## src/rtl/sonar_pkg.sv

```systemverilog
// Shared types and constants for the multi-channel ultrasonic ranging front end.
package sonar_pkg;

  typedef enum logic [3:0] {
    INICIAL     = 4'd0,
    PREPARA     = 4'd1,
    TRIGGER     = 4'd2,
    ESPERA_ECHO = 4'd3,
    MEDE        = 4'd4,
    ARMAZENA    = 4'd5,
    PRONTO      = 4'd6,
    PAUSA       = 4'd7
  } estado_t;

  localparam logic [11:0] MEDIDA_ERRO = 12'hFFF;

  localparam int CICLOS_CM_PADRAO       = 2941;
  localparam int LARGURA_TRIGGER_PADRAO = 500;
  localparam int TIMEOUT_PADRAO         = 1_500_000;
  localparam int INTERVALO_PADRAO       = 3_000_000;

  // Three-digit BCD increment that sticks at 999 instead of wrapping.
  function automatic logic [11:0] bcd_inc(input logic [11:0] v);
    logic [3:0] c;
    logic [3:0] d;
    logic [3:0] u;
    {c, d, u} = v;
    if (v == 12'h999) begin
      return v;
    end
    if (u != 4'd9) begin
      u = u + 4'd1;
    end else begin
      u = 4'd0;
      if (d != 4'd9) begin
        d = d + 4'd1;
      end else begin
        d = 4'd0;
        c = c + 4'd1;
      end
    end
    return {c, d, u};
  endfunction

endpackage

```

## src/rtl/contador_cm_bcd.sv

```systemverilog
// Cycle prescaler feeding a saturating 3-digit BCD centimetre counter.
// bcd_prox_o is the value the counter takes on the next edge, rounding included.
module contador_cm_bcd
  import sonar_pkg::*;
#(
  parameter int CICLOS_CM = CICLOS_CM_PADRAO
) (
  input  logic        clock_i,
  input  logic        reset_i,
  input  logic        limpa_i,
  input  logic        conta_i,
  input  logic        arredonda_i,
  output logic [11:0] bcd_prox_o
);

  localparam int PW = (CICLOS_CM > 1) ? $clog2(CICLOS_CM) : 1;

  logic [PW-1:0] ciclos_q, ciclos_d;
  logic [11:0]   bcd_q, bcd_d;
  logic          meio;

  always_comb begin
    ciclos_d = ciclos_q;
    bcd_d    = bcd_q;
    meio     = (32'(ciclos_q) >= 32'(CICLOS_CM / 2));
    if (limpa_i) begin
      ciclos_d = '0;
      bcd_d    = '0;
    end else if (conta_i) begin
      if (ciclos_q == PW'(CICLOS_CM - 1)) begin
        ciclos_d = '0;
        bcd_d    = bcd_inc(bcd_q);
      end else begin
        ciclos_d = ciclos_q + 1'b1;
      end
    end else if (arredonda_i && meio) begin
      bcd_d = bcd_inc(bcd_q);
    end
  end

  always_ff @(posedge clock_i or posedge reset_i) begin
    if (reset_i) begin
      ciclos_q <= '0;
      bcd_q    <= '0;
    end else begin
      ciclos_q <= ciclos_d;
      bcd_q    <= bcd_d;
    end
  end

  assign bcd_prox_o = bcd_d;

endmodule

```

## src/rtl/sonar_ultrassom_multicanal.sv

```systemverilog
// Multi-channel ultrasonic ranging FSM: trigger, echo timing, BCD distance per channel.
// Optional rounding of the residual half-centimetre: define MEDIDA_ARREDONDA_EN.
module sonar_ultrassom_multicanal
  import sonar_pkg::*;
#(
  parameter int  N_CANAIS         = 2,
  parameter int  CICLOS_CM        = CICLOS_CM_PADRAO,
  parameter int  LARGURA_TRIGGER  = LARGURA_TRIGGER_PADRAO,
  parameter int  TIMEOUT_CICLOS   = TIMEOUT_PADRAO,
  parameter int  INTERVALO_CICLOS = INTERVALO_PADRAO,
  localparam int CW               = (N_CANAIS > 1) ? $clog2(N_CANAIS) : 1
) (
  input  logic                clock,
  input  logic                reset,
  input  logic                medir,
  input  logic                modo,
  input  logic [CW-1:0]       canal,
  input  logic [N_CANAIS-1:0] echo,
  output logic [N_CANAIS-1:0] trigger,
  output logic [11:0]         medida,
  output logic [CW-1:0]       canal_medida,
  output logic                pronto,
  output logic                timeout,
  output logic                ocupado,
  output logic [3:0]          db_estado
);

`ifdef MEDIDA_ARREDONDA_EN
  localparam logic ARREDONDA = 1'b1;
`else
  localparam logic ARREDONDA = 1'b0;
`endif

  estado_t       state_q, state_d;
  logic [CW-1:0] ch_q, ch_d;
  logic          modo_q, modo_d;
  logic [31:0]   timer_q, timer_d;
  logic          erro_q, erro_d;
  logic [11:0]   medida_q, medida_d;
  logic [CW-1:0] canal_medida_q, canal_medida_d;
  logic          timeout_q, timeout_d;

  logic [N_CANAIS-1:0] sync1_q, sync2_q;
  logic                echo_sel;
  logic                limpa, conta, arredonda;
  logic [11:0]         bcd_prox;

  always_ff @(posedge clock or posedge reset) begin
    if (reset) begin
      sync1_q <= '0;
      sync2_q <= '0;
    end else begin
      sync1_q <= echo;
      sync2_q <= sync1_q;
    end
  end

  assign echo_sel = sync2_q[ch_q];

  contador_cm_bcd #(.CICLOS_CM(CICLOS_CM)) u_contador (
    .clock_i     (clock),
    .reset_i     (reset),
    .limpa_i     (limpa),
    .conta_i     (conta),
    .arredonda_i (arredonda),
    .bcd_prox_o  (bcd_prox)
  );

  // Handshake: medir is a request accepted only while ocupado=0; each accepted
  // request produces one pronto pulse per channel, with medida/canal_medida/timeout
  // stable from that pulse until the next one.
  always_comb begin
    state_d        = state_q;
    ch_d           = ch_q;
    modo_d         = modo_q;
    timer_d        = timer_q;
    erro_d         = erro_q;
    medida_d       = medida_q;
    canal_medida_d = canal_medida_q;
    timeout_d      = timeout_q;
    limpa          = 1'b0;
    conta          = 1'b0;
    arredonda      = 1'b0;
    case (state_q)
      INICIAL: begin
        if (medir) begin
          state_d = PREPARA;
          ch_d    = modo ? '0 : canal;
          modo_d  = modo;
        end
      end
      PREPARA: begin
        limpa   = 1'b1;
        timer_d = '0;
        erro_d  = 1'b0;
        state_d = TRIGGER;
      end
      TRIGGER: begin
        if (timer_q == 32'(LARGURA_TRIGGER - 1)) begin
          timer_d = '0;
          state_d = ESPERA_ECHO;
        end else begin
          timer_d = timer_q + 32'd1;
        end
      end
      ESPERA_ECHO: begin
        // The cycle that sees the echo rise is already part of the width.
        if (echo_sel) begin
          conta   = 1'b1;
          timer_d = '0;
          state_d = MEDE;
        end else if (timer_q == 32'(TIMEOUT_CICLOS - 1)) begin
          erro_d  = 1'b1;
          state_d = ARMAZENA;
        end else begin
          timer_d = timer_q + 32'd1;
        end
      end
      MEDE: begin
        if (!echo_sel) begin
          state_d = ARMAZENA;
        end else if (timer_q == 32'(TIMEOUT_CICLOS - 1)) begin
          erro_d  = 1'b1;
          state_d = ARMAZENA;
        end else begin
          conta   = 1'b1;
          timer_d = timer_q + 32'd1;
        end
      end
      ARMAZENA: begin
        arredonda      = ARREDONDA;
        medida_d       = erro_q ? MEDIDA_ERRO : bcd_prox;
        canal_medida_d = ch_q;
        timeout_d      = erro_q;
        state_d        = PRONTO;
      end
      PRONTO: begin
        if (modo_q && (ch_q < CW'(N_CANAIS - 1))) begin
          ch_d    = ch_q + 1'b1;
          timer_d = '0;
          state_d = PAUSA;
        end else begin
          state_d = INICIAL;
        end
      end
      PAUSA: begin
        if (timer_q == 32'(INTERVALO_CICLOS - 1)) begin
          state_d = PREPARA;
        end else begin
          timer_d = timer_q + 32'd1;
        end
      end
      default: state_d = INICIAL;
    endcase
  end

  always_ff @(posedge clock or posedge reset) begin
    if (reset) begin
      state_q        <= INICIAL;
      ch_q           <= '0;
      modo_q         <= 1'b0;
      timer_q        <= '0;
      erro_q         <= 1'b0;
      medida_q       <= '0;
      canal_medida_q <= '0;
      timeout_q      <= 1'b0;
    end else begin
      state_q        <= state_d;
      ch_q           <= ch_d;
      modo_q         <= modo_d;
      timer_q        <= timer_d;
      erro_q         <= erro_d;
      medida_q       <= medida_d;
      canal_medida_q <= canal_medida_d;
      timeout_q      <= timeout_d;
    end
  end

  always_comb begin
    trigger = '0;
    if (state_q == TRIGGER) begin
      trigger[ch_q] = 1'b1;
    end
  end

  assign medida       = medida_q;
  assign canal_medida = canal_medida_q;
  assign timeout      = timeout_q;
  assign pronto       = (state_q == PRONTO);
  assign ocupado      = (state_q != INICIAL);
  assign db_estado    = state_q;

endmodule

```

## config.mk

```make
export PLATFORM = sky130hd
export DESIGN_NAME = sonar_ultrassom_multicanal
export DESIGN_NICKNAME = d
export VERILOG_FILES = /design/src/rtl/sonar_pkg.sv /design/src/rtl/contador_cm_bcd.sv /design/src/rtl/sonar_ultrassom_multicanal.sv
export SDC_FILE = /design/constraint.sdc
export NUM_CORES = 1
export LEC_CHECK = 0
export CAP_MARGIN = 10
export CORE_AREA = 3 3 99 101
export DETAILED_ROUTE_END_ITERATION = 6
export DIE_AREA = 0 0 102 104
export PLACE_DENSITY = 0.75
export SLEW_MARGIN = 20
export SYNTH_ARGS = -nofsm -noshare
export SYNTH_HDL_FRONTEND = slang
export SYNTH_SLANG_ARGS = --single-unit
```

## constraint.sdc

```tcl
create_clock -name clock -period 2.7 [get_ports clock]
set_clock_uncertainty 0.2 [all_clocks]
set_input_delay 0.54 -clock clock [delete_from_list [all_inputs] [get_ports clock]]
set_output_delay 0.54 -clock clock [all_outputs]
set_load 0.05 [all_outputs]
```

# == Word-level counts from Yosys, hierarchy flattened ==
# Cells that the tools add are included.
# op_classes
magnitude_cmp,3
n_reduce_logical,13
eq_ne,21
addsub,6
muxes,51
# op_table
operator,count
$mux 32,6
$pmux 32 s6,1
$mux 12,9
$mux 4,11
$add 32x1->32 const B,1
$eq 32x21->1 const B,1
$eq 32x22->1 const B,1
$eq 32x9->1 const B,1
$pmux 4 s8,1
$eq 12x12->1 const B,2
$mux 1,17
$eq 4x3->1 const B,4
$add 12x1->12 const B,1
$add 4x1->4 const B,3
$ne 2x2->1 const B,6
$reduce_and 3->1,3
$eq 4x2->1 const B,2
$ne 4x4->1 const B,2
$reduce_bool 6->1,1
$eq 4x1->1 const B,1
$logic_not 4->1,1
$pmux 1 s2,2
$reduce_and 4->1,1
$reduce_bool 2->1,2
13 further kinds,14
# totals
output_inout_bits,22
inputBits,7
regBits,81

# == Logic depth before layout (Yosys ltp) ==
# depth
ltp_word,11
mapped_depth,9
ltp_nobuf,8

# == Hierarchy ==
# From an unflattened synthesis, not the netlist that was laid out.
# hier_totals
hier_cells,545
area_unflattened_um2,4792.1
# modules_own_cells
module,cells_each,instances,area_each_um2
sonar_ultrassom_multicanal,376,1,3258.1
contador_cm_bcd,169,1,1534.0

# == Worst setup path before layout ==
# No wires, ideal clock.
# synth_path
path_kind,register to register
from,"register state_q[2], in the netlist db_estado[2]"
to,register u_contador.bcd_q[6]
path_slack_ns,-0.173
stages_incl_launch_ff,7
required_ns,2.422
period_less_slack_ns,2.873
t_arrival_ns,2.595
cell_sequence,dfrtp_1 > clkbuf_1 > or3b_2 > a211oi_2 > nand3_1 > or4_1 > a21oi_1
# synth_between
elab_chain_cells,4
# synth_rtl
item,line_no,text
start: declaration,sonar_ultrassom_multicanal.sv:34,"estado_t state_q, state_d;"
start signal: assignment,sonar_ultrassom_multicanal.sv:168,state_q <= state_d;
$eq 4x3->1 or $eq 4x2->1 (tied branches),sonar_ultrassom_multicanal.sv:84,case (state_q)
$pmux 1 s2,sonar_ultrassom_multicanal.sv:84,
$mux 12,contador_cm_bcd.sv:29,end else if (conta_i) begin
$mux 12 *,contador_cm_bcd.sv:26,if (limpa_i) begin
named net bcd_prox[6],sonar_ultrassom_multicanal.sv:46,logic [11:0] bcd_prox;
end signal: assignment,contador_cm_bcd.sv:44,bcd_q <= '0;
end signal: assignment,contador_cm_bcd.sv:47,bcd_q <= bcd_d;
end: declaration,contador_cm_bcd.sv:19,"logic [11:0] bcd_q, bcd_d;"
# The timed path passes the listed nets; every way through them passes the cells marked *.
# A chain may end at the register's enable or synchronous reset.

# == Worst setup path after layout ==
# layout_path
from,register timer_q[1]
to,register timer_q[23]
# layout_between
elab_chain_cells,4
# layout_rtl
item,line_no,text
start: declaration,sonar_ultrassom_multicanal.sv:37,"logic [31:0] timer_q, timer_d;"
start signal: assignment,sonar_ultrassom_multicanal.sv:171,timer_q <= timer_d;
$add 32x1->32 or $eq 32x21->1 (tied branches),--,
$mux 32,"sonar_ultrassom_multicanal.sv:112, sonar_ultrassom_multicanal.sv:122",
$mux 32 (on tied branches),"sonar_ultrassom_multicanal.sv:120, sonar_ultrassom_multicanal.sv:108",
$pmux 32 s6,sonar_ultrassom_multicanal.sv:84,
# Several ways; a longest one is shown, not always the timed one. The select of a mux whose other input is x is not followed.

==> metrics.md <==
| Metric | Value |
|---|---|
| Clk Latency, worst-skew pair | approximately 0.37 ns |
| Cells after synthesis | 549 |
| Antenna violations before repair | 0 |
| Most frequent cells in the layout | dfrtp_1 (79), buf_4 (57), nor2_1 (49) |
| Final-stage net count | 650 |
| Tightest Pin Transition | approximately 0.68 ns |
| Crit path max fanout | 4 |
| Count of cell types in the netlist | between 60 and 70 |
| Pwr/cell area | approximately 630 nW/um2 |
| Vias in the first global route | 4,521 |
| Yosys top cell by area | dfrtp_1 |
| Top Family by Delay on Critical Path | simple AND/OR/NAND/NOR gates |
| Sequential share of power | a little over a third |
| Die span in x | 102 um |
| Fmax | around 360 MHz |
| Worst path slowest cell | or4_4 |
| Area delta synth->final | 30.3% |
| Syn nets | around 570 |
| DRC violations left | 0 |
| Hold_buf cts | 0 |
| Final setup viols | 26 |
| TritonCTS clock tree | done |
| Total grt overflow | 0 |
| Final WL | approximately 14,000 um |
| Run status | finished with violations |
| CP Class | reg -> reg |
| Clock sink total | 81 |
| Total track usage | roughly a quarter |
| Commonest non-fill, non-tap cell in the layout | dfrtp_1 |
| Quantity of I/O buffers inserted on ports | 28 |
| Post-synth ARST share | between 90% and 100% |
| Clock buffer depth | 2 |
| Root Buffer | clkbuf_8 |
| # IOs | 29 |
| GP Congestion | roughly 0.91 |
| Final period utilization | 104% |
| Setup slack after layout | -0.110 ns |
| Wire per inst | between 15 and 20 um |
| Average size of a mapped cell | about 9 um2 |
| WHS | approximately 0.15 ns |
| 1st-pass router iterations | 6 |
| Design Area, Final | 6280 um2 |
| Placed cell area | ~5600 um2 |
| Worst min-delay path class | reg -> reg |
| Max incr delay on CP | between 0.5 and 0.6 ns |
| Total core area | approximately 9100 um2 |
| RSZ-0062 raised after global routing | yes |
| Synth top area share | 42.1% |
| Critical Path RT | about 2.8 ns |
| FF+latch count, synth | just over 80 |
| Layout cells sized above 1 | 27.1% |
| Largest net degree at the start of global routing | 36 |
| Critical path buffers and inverters | 1 |
| Final Max Tran Viols | 0 |
| Die area | between 10,000 and 15,000 um2 |
| Static Leak | 2.65 nW |
| Post-layout min period | ~2.8 ns |
| Setup TNS | -1.03 ns |
| DR iter-0 viols | approximately 440 |
| Site Rows | 35 |
| Worst-path clk slew | about 0.090 ns |
| Pint | ~2.4 mW |
| Post-Syn Area | roughly 4800 um2 |
| DR vias/cell | 6.39 |
| Warnings from Yosys | 0 |
| Crit path DAT | around 2.9 ns |
| H-tree lvl count | 3 |
| # placed instances | between 700 and 800 |
| Slew HR | 54.6% |
| Peak supply drop | approximately 0.00058 V |
| Cts bufs inserted | 9 |
| Finished Layout Cells | 750 |
| Post-synthesis sequential area ratio | a little over two fifths |
| Antenna Nets Post-Route | 0 |
| Final hold violation count | 0 |
| Antenna Cells | 0 |
| Initial core utilization | approximately 53% |
| Failing checks | setup timing |
| Height of the die | between 100 and 150 um |
| Post-synth EDFFs | 0 |
| Ranking of synthesized cells by area | dfrtp_1 (42%), o21ai_0 (5.1%), a21oi_1 (4.0%), nor2_1 (4.0%), nand2_1 (3.1%) |
| Combinational power share | around 41% |
| Vias | 4,794 |
| Sw Ratio | around 40% |
| Worst Setup End Kind | flop |
| Synth Flop Type | dfrtp_1 |
| PnR Total Power | a little under 4 mW |
| Clock Power Share | 24.1% |
| First-pass GRT wire length | roughly 22,000 um |
| MaxCap Viol Count | 0 |
| Crit start category | flop |
| Switching Power | between 1.5 and 2 mW |
| CP cell instances | ha_2 -> or4b_4 -> or4_4 -> o21ai_2 -> and3_4 -> buf_6 -> o21ai_0 -> mux2_4 |
| Detail Placement HPWL | 8990 um |
## metrics by stage
| step | worst slack, ns | util, % |
|---|---|---|
| 2_1_floorplan | -0.0790 | - |
| 3_3_place_gp | -0.0301 | 61.9 |
| 3_5_place_dp | -0.142 | 61.9 |
| 4_1_cts | -0.0523 | 64.9 |
| 5_1_grt | -0.169 | 68.9 |
| 6_report | -0.110 | 68.9 |
## layout make-up
| class | count | area [um2] |
|---|---|---|
| inverter | 19 | 75.1 |
| clock buffer | 9 | 124 |
| fill | 703 | 2830 |
| clock inverter | 7 | 82.6 |
| sequential | 81 | 2030 |
| timing repair buffer | 98 | 890 |
| multi-input combinational | 425 | 2940 |
| tap | 111 | 139 |
## sequential cells by signal (all words and copies together), names as in the netlist
name	flops
sync1_q	2
sync2_q	2
u_contador.ciclos_q	12
canal_medida	1
timeout	1
medida	12
ch_q	1
timer_q	32
modo_q	1
erro_q	1
db_estado	4
u_contador.bcd_q	12
## power by group through the flow
| stage | clock network, mW | logic (mW) | registers (mW) |
|---|---|---|---|
| 2_1_floorplan | 0 | 0.630 | 1.67 |
| 3_3_place_gp | 0 | 1.35 | 1.41 |
| 3_5_place_dp | 0 | 1.37 | 1.42 |
| 4_1_cts | 0.958 | 1.43 | 1.39 |
| 5_1_grt | 1.02 | 1.71 | 1.41 |
| 6_report | 0.950 | 1.60 | 1.39 |
## kinds of logic after synthesis
kind of cell	Yosys count	share of synthesized area, %
compound gates	138	18.2
xor+xnor	1	0.182
fa+ha+maj	9	2.34
buf+inv	44	4.10
flops	81	42.1
mux	12	2.67
other cells	1	0.0778
simple gates	263	30.4
## path summary, 6_finish.rpt
kind | from | end | slack, ns | depth (start not counted)
worst min-delay path | sync1_q[1] | sync2_q[1] | 0.15 | 0
worst max-delay path | timer_q[1] | timer_q[23] | -0.11 | 8
worst min register to register | sync1_q[1] | sync2_q[1] | 0.15 | 0
min in group asynchronous | reset | u_contador.ciclos_q[10] | 0.36 | 2
max in group asynchronous | reset | sync2_q[0] | 1.39 | 3
worst max register to register | timer_q[1] | timer_q[23] | -0.11 | 8
## repair_timing
item / 4_1_cts / 5_1_grt
cloned: 1 / 3
pin swaps: 2 / 30
buffers inserted: 0 / 4
setup endpoints to repair: 34 / 54
resized for setup: 17 / 79
## Yosys cell counts (all sizes together), types with 2 or more instances
cell	number
buf	9
nand2b	13
mux2i	5
a22o	13
o22a	2
dfrtp	81
ha	9
nand3b	3
and4	4
nand2	40
o21bai	2
inv	19
and3	24
nand4	24
nand4b	4
o2bb2ai	3
or3b	2
o211ai	4
a211oi	2
o21ai	51
nor2b	9
and3b	3
nand3	28
and2	3
clkbuf	16
o31ai	3
a21oi	39
or4	11
or4b	2
or3	10
o2111ai	2
a2bb2oi	2
o22ai	2
nor2	52
nor3	15
or2	4
nor4	9
a31oi	6
mux2	7
## routing by layer
| metal | vias up | track usage, % | part of all wire (%) |
|---|---|---|---|
| met4 | 0 | 9.28 | 2.7 |
| met2 | 218 | 39.4 | 48 |
| met3 | 34 | 4.56 | 6.2 |
| met5 | - | 0 | 0 |
| li1 | 2206 | - | - |
| met1 | 2336 | 34.4 | 43 |
Note: power is estimated with default switching activity, not from simulation.
